[src/rtl/two_line_display_driver.sv]
// rtl/two_line_display_driver.sv - two-wire display command sender: clk/8 bit timing, fixed init ROM
// Every output is a flop loaded from next-state decode, so the pins never glitch.
module two_line_display_driver #(
  parameter int NUM_BYTES = 4
) (
  input  logic clk,
  input  logic rst_clk,
  input  logic rst_driver,
  input  logic start,
  output logic rst_low,
  output logic data,
  output logic clk_low,
  output logic scl
);

  localparam int BW = (NUM_BYTES > 1) ? $clog2(NUM_BYTES) : 1;

  typedef enum logic [1:0] {IDLE, START, SHIFT, STOP} state_t;

  state_t          state_q, state_d;
  logic [2:0]      div_cnt_q, div_cnt_d;
  logic [BW-1:0]   byte_idx_q, byte_idx_d;
  logic [2:0]      bit_idx_q, bit_idx_d;
  logic            start_pend_q, start_pend_d;
  logic            rst_low_q, rst_low_d;
  logic            data_q, data_d;
  logic            scl_q, scl_d;
  logic            tick;
  logic [7:0]      cur_byte;

  function automatic logic [7:0] rom_byte(input logic [BW-1:0] idx);
    logic [31:0] i32;
    i32 = 32'(idx);
    case (i32)
      32'd0:   rom_byte = 8'h38;
      32'd1:   rom_byte = 8'h0C;
      32'd2:   rom_byte = 8'h06;
      32'd3:   rom_byte = 8'h01;
      default: rom_byte = 8'h00;
    endcase
  endfunction

  // A divider reset on the last count suppresses the tick, so the bit restarts in place.
  assign tick = (div_cnt_q == 3'd7) && !rst_clk;

  always_comb begin
    div_cnt_d    = rst_clk ? 3'd0 : div_cnt_q + 3'd1;
    state_d      = state_q;
    byte_idx_d   = byte_idx_q;
    bit_idx_d    = bit_idx_q;
    start_pend_d = start_pend_q;
    rst_low_d    = ~rst_driver;

    if (start && state_q == IDLE) start_pend_d = 1'b1;

    if (tick) begin
      case (state_q)
        IDLE: begin
          if (start_pend_q) begin
            state_d      = START;
            start_pend_d = 1'b0;
            byte_idx_d   = '0;
            bit_idx_d    = 3'd0;
          end
        end
        START: state_d = SHIFT;
        SHIFT: begin
          bit_idx_d = bit_idx_q + 3'd1;
          if (bit_idx_q == 3'd7) begin
            byte_idx_d = byte_idx_q + BW'(1);
            if (byte_idx_q == BW'(NUM_BYTES - 1)) state_d = STOP;
          end
        end
        STOP:    state_d = IDLE;
        default: state_d = IDLE;
      endcase
    end

    if (rst_driver) begin
      state_d      = IDLE;
      byte_idx_d   = '0;
      bit_idx_d    = 3'd0;
      start_pend_d = 1'b0;
    end

    cur_byte = rom_byte(byte_idx_d);
    data_d   = 1'b1;
    scl_d    = 1'b1;
    case (state_d)
      START:   data_d = ~div_cnt_d[2];
      SHIFT: begin
        scl_d  = div_cnt_d[2];
        data_d = cur_byte[3'd7 - bit_idx_d];
      end
      STOP:    data_d = div_cnt_d[2];
      default: data_d = 1'b1;
    endcase
  end

  always_ff @(posedge clk) begin
    div_cnt_q    <= div_cnt_d;
    state_q      <= state_d;
    byte_idx_q   <= byte_idx_d;
    bit_idx_q    <= bit_idx_d;
    start_pend_q <= start_pend_d;
    rst_low_q    <= rst_low_d;
    data_q       <= data_d;
    scl_q        <= scl_d;
  end

  assign rst_low = rst_low_q;
  assign data    = data_q;
  assign scl     = scl_q;
  assign clk_low = div_cnt_q[2];

endmodule

[config.mk]
export PLATFORM = sky130hd
export DESIGN_NAME = two_line_display_driver
export DESIGN_NICKNAME = d
export VERILOG_FILES = /design/src/rtl/two_line_display_driver.sv
export SDC_FILE = /design/constraint.sdc
export NUM_CORES = 1
export LEC_CHECK = 0
export BUFFER_PORTS_ARGS = -buffer_cell sky130_fd_sc_hd__buf_4
export CAP_MARGIN = 5
export CORE_ASPECT_RATIO = 1.1
export CORE_UTILIZATION = 50
export CTS_CLUSTER_DIAMETER = 100
export DETAILED_ROUTE_END_ITERATION = 8
export PLACE_DENSITY_LB_ADDON = 0.25
export SYNTH_ARGS = -nofsm -noshare
export SYNTH_HDL_FRONTEND = slang
export SYNTH_SLANG_ARGS = --single-unit
[constraint.sdc]
create_clock -name clk -period 2.2 [get_ports clk]
set_input_delay 0.55 -clock clk [delete_from_list [all_inputs] [get_ports clk]]
set_output_delay 0.55 -clock clk [all_outputs]
set_load 0.005 [all_outputs]
### Yosys cells after proc, flatten, opt, wreduce, memory -nomap -nowiden

Cells that the tools add are included.

| word-level totals | value |
|---|---|
| logic and storage cells | 57 |
| output and inout bits | 4 |
| input port bits | 4 |
| register bits after elaboration | 14 |

| operators by class | value |
|---|---|
| $add $sub $neg | 4 |
| muxes and demuxes | 24 |
| bitwise logic cells | 2 |
| equality and inequality tests | 12 |
| order comparisons | 1 |
| reduce and logical (&&, ||, !) cells | 5 |

Operators by type and width:

| cell | count |
|---|---|
| $pmux 8 s4 | 1 |
| $mux 2 | 9 |
| $eq 2x2->1 const B | 7 |
| $mux 3 | 4 |
| $pmux 2 s4 | 1 |
| $add 3x1->3 const B | 2 |
| $eq 2x1->1 const B | 3 |
| $eq 3x3->1 const B | 2 |
| $pmux 3 s2 | 1 |
| $mux 1 | 5 |
| $logic_not 2->1 | 2 |
| $lt 3x4->1 const B | 1 |
| $pmux 2 s2 | 1 |
| $bmux 1 s3 | 1 |
| $pmux 1 s3 | 1 |
| $sub 3x3->3 const A | 1 |
| $add 2x1->2 const B | 1 |
| $logic_and 1x1->1 | 2 |
| $not 1->1 | 2 |
| $logic_not 1->1 | 1 |

### Depth between registers and ports, before layout

| logic depth | value |
|---|---|
| word-level depth | 10 |
| gate-level depth with buffers | 14 |
| gate-level depth less buffers | 14 |

### Least setup slack after synthesis

Ideal clock, no wire load.

| path | value |
|---|---|
| path type | reg-to-reg |
| start | register state_q[0] |
| end | register data_q (netlist: data) |
| path buffers | 0 |
| arrival | 2.176 ns |
| cell stages (with the launch flop) | 11 |
| data required time | 2.126 ns |
| slack | -0.051 ns |
| cell sequence | dfxtp_1 > inv_1 > ha_1 > or2_2 > a311oi_2 > inv_1 > ha_1 > mux2i_1 > nand2_1 > a22o_1 > a31oi_1 |

| on the way | value |
|---|---|
| longest elaborated chain between the ends | 9 |

RTL lines:

| item | RTL line | RTL |
|---|---|---|
| start, declared | 20 | `state_t state_q, state_d;` |
| start signal, assigned | 102 | `state_q <= state_d;` |
| $eq 2x2->1 / $logic_not 2->1 (equally long branches) | 57 | `case (state_q)` |
| $pmux 2 s2 * | 57 |  |
| $mux 2 * | 56 | `if (tick) begin` |
| $mux 2 * | 79 | `if (rst_driver) begin` |
| via byte_idx_d[1] | 22 | `logic [BW-1:0] byte_idx_q, byte_idx_d;` |
| $eq 2x2->1, or another cell as far along | 34 | `case (i32)` |
| $pmux 8 s4 * | 34 |  |
| $bmux 1 s3 * | 93 | `data_d = cur_byte[3'd7 - bit_idx_d];` |
| $mux 1 (not written as such) * | 93 |  |
| $pmux 1 s3 * | 89 | `case (state_d)` |
| via data_d | 26 | `logic data_q, data_d;` |
| end signal, assigned | 107 | `data_q <= data_d;` |
| end, declared | 26 |  |

Mark *: on every way through the listed nets, which the timed path passes. The rest lies on a longest branch. The select of a mux whose other input is x is not followed.
A chain may end at the register's enable or synchronous reset.

### Worst setup path in the final report

| path | value |
|---|---|
| start | register state_q[1] |
| end | register data_q (netlist: data) |

The elaborated chain is that of the path after synthesis.

==> results.yml <==
critical_path:
  cp_slowest_stage_delay_ps: 360
  r2r_setup_slack_ps: -100
  worstPathRequired_ps: 2410
  startpoint_type: "flip-flop"
  cp.arrival_ps: 2520
  cp_slowest_cell: "a311oi_4"
  end_kind: "flip-flop"
  path_max_fanout: 4
  cp_cell_sequence: "buf_6 > ha_4 > or2_4 > a311oi_4 > inv_1 > ha_1 > mux2i_1 > nand2_1 > a22o_1 > a31oi_1"
  path_class: "flip-flop to flip-flop"
timing:
  finalSetupViolCount: 1
  fin_crit_sh_pct: 105
  tns_ps: -103
  slew_viol_final: 0
  finalHoldViolCount: 0
  fmax_mhz: 434
  min_period_ps: 2300
  slew_headroom_pct: 77.5
  layout_setup_ws_ps: -103
  fin_skew_ps: 10.5
  grt_setup_unrepaired: "yes"
  worstMarginPinSlew_ps: 336
status:
  violations: "setup timing"
  status: "complete, but fails checks"
power:
  p_per_area_nw_per_um2: 399
  p_leak_uw: 0.000498
  ir_drop_uv: 333
  power.total_uw: 500
floorplanning:
  io_pins: 8
  coreArea_um2: 1560
  die_y_um: 44.9
  die_w_um: 41.0
  fp.dieArea_um2: 1840
  initial_core_util_pct: 53.7
  row_count: 15
synthesis:
  async_flop_share_pct: 0
  yosysMostFrequentCell: "dfxtp_1"
  synth_top_area_share_pct: 33.5
  syn_area_um2: 836
  ys_warn_count: 0
  synthFlopType: "dfxtp_1"
  ys_types: 30
  synth_edf_count: 0
  synth_top_cell_by_area: "dfxtp_1"
  ys_seq_area_share_pct: 33.5
  netlist_instances: 98
  ys_ff_latch: 14
  syn_area_per_cell_um2: 8.53
  yosys-top-cells-area: "dfxtp_1 (34%), ha_1 (16%), nand2_1 (4.9%), a21oi_1 (4.8%), nor2_1 (4.5%)"
  ys_top_cells_by_count: "dfxtp_1 (14), ha_1 (11), nand2_1 (11)"
  syn_nets: 113
clock_tree:
  cts_buffers: 3
  cts_buffer_depth: 2
  cts_tree: "yes"
  cts-root-buf: "clkbuf_4"
  cts.reportedPaths.clkPinSlew_ps: 80
  clock_latency_ps: 290
  ctsHoldBuffers: 0
  htree_levels: 1
  cts_sinks: 14
grt:
  grt-ovfl-total: 0
  antenna_found_initial: 0
  grt_max_degree: 9
  grt_pass1_wl_um: 3680
  grt_pass1_vias: 767
  grt_use_total_pct: 30.2
detailed_routing:
  wl_um: 2350
  vias: 848
  ant_nets: 0
  dr.pass1.iters: 4
  wl_per_cell_um: 16.1
  drc: 0
  drt-initial-drc-count: 49
  viasPerCell: 5.81
cells_and_area:
  drive_gt1_share_pct: 45.0
  area_delta_synth_final_pct: 50.0
  fin_area_um2: 1250
  instances_no_fill: 146
  n_antenna_cell: 0
  nNetsFinal: 145
place:
  dpl.cell_count: 137
  gp_congestion: 1.02
  place_area_um2: 1030
  port_buffers: 7
  hpwlAfterDp_um: 1450
run:
  cap_violations: 0
min_path:
  hp-class: "flip-flop to flip-flop"
final timing paths:
kind	cells after the start	start	to
worst max-delay path	10	state_q[1]$_DFF_P_	data$_DFF_P_
worst min-delay path	1	div_cnt_q[0]$_SDFF_PP0_	div_cnt_q[0]$_SDFF_PP0_
worst max register to register	10	state_q[1]$_DFF_P_	data$_DFF_P_
worst min register to register	1	div_cnt_q[0]$_SDFF_PP0_	div_cnt_q[0]$_SDFF_PP0_
final cells by class:
cell class | count | area, um^2
Clock buffer | 4 | 36.3
Fill cell | 92 | 304
Inverter | 9 | 36.3
Multi-Input combinational cell | 73 | 641
Sequential cell | 14 | 285
Tap cell | 17 | 21.3
Timing Repair Buffer | 29 | 234
stage by stage:
step | util, % | hold slack [ps] | setup WS [ps]
floorplan | - | 390 | 10.1
global placement | 65.9 | 401 | -146
detailed placement | 65.9 | 405 | -257
CTS | 76.0 | 422 | -30.8
global route | 80.5 | 448 | -218
finish | 80.5 | 425 | -103
flip-flops by register name (all words and copies together), names as in the netlist:
register	flops
rst_low	1
byte_idx_q	2
start_pend_q	1
scl	1
data	1
div_cnt_q	3
state_q	2
bit_idx_q	3
power by group:
part / switching, uW / internal (uW)
clock: 91.0 / 101
sequential: 6.89 / 261
combinational: 17.6 / 23.2
per-layer routing:
| metal | part of all wire [%] | track usage [%] | routed length (um) | up-vias |
|---|---|---|---|---|
| li1 | - | - | - | 402 |
| met1 | 40 | 36.9 | 945 | 397 |
| met2 | 52 | 51.9 | 1220 | 41 |
| met3 | 5.5 | 5.91 | 129 | 8 |
| met4 | 2.2 | 8.00 | 51 | 0 |
| met5 | 0 | 0 | 0 | - |
critical path: cells and delay by family (launching register included):
kind                       cells  cell delay, ps
adders and majority gates      2             460
buffers and inverters          2             230
AOI/OAI and AO/OA              3             740
muxes                          1             130
and+or+nand+nor                2             330
DFF                            1             340
logic make-up (layout without fill, tap and decap cells):
logic type / count (synthesis) / after routing / share of synthesized area, %
AND/OR/NAND/NOR: 35 / 35 / 20.8
buffers and inverters: 11 / 42 / 6.29
multiplexers: 3 / 3 / 4.04
AO/OA/AOI/OAI: 23 / 23 / 17.8
XOR/XNOR: 1 / 1 / 1.05
flip-flops: 14 / 14 / 33.5
adder cells (fa/ha/maj): 11 / 11 / 16.5
placed cells by master (no fill, tap or decap), types with 2 or more instances in the layout:
| master | n |
|---|---|
| buf_4 | 27 |
| nand2_1 | 10 |
| dfxtp_1 | 10 |
| nor2_1 | 9 |
| inv_1 | 7 |
| a21oi_1 | 6 |
| ha_4 | 6 |
| o21ai_1 | 4 |
| dfxtp_2 | 4 |
| nand2b_1 | 3 |
| ha_1 | 3 |
| clkbuf_4 | 3 |
| nand3b_1 | 2 |
| mux2i_1 | 2 |
| a21oi_2 | 2 |
| nor2b_1 | 2 |
| nand3_1 | 2 |
| a31oi_1 | 2 |
| ha_2 | 2 |
repair_timing:
item / CTS / global route
resized for setup: 18 / 13
gates cloned: 0 / 0
hold endpoints to repair: 0 / 0
endpoints found under the setup margin: 1 / 1
setup buffers: 3 / 2
pin swaps: 7 / 9
No activity file was read; power rests on OpenSTA's default activity.
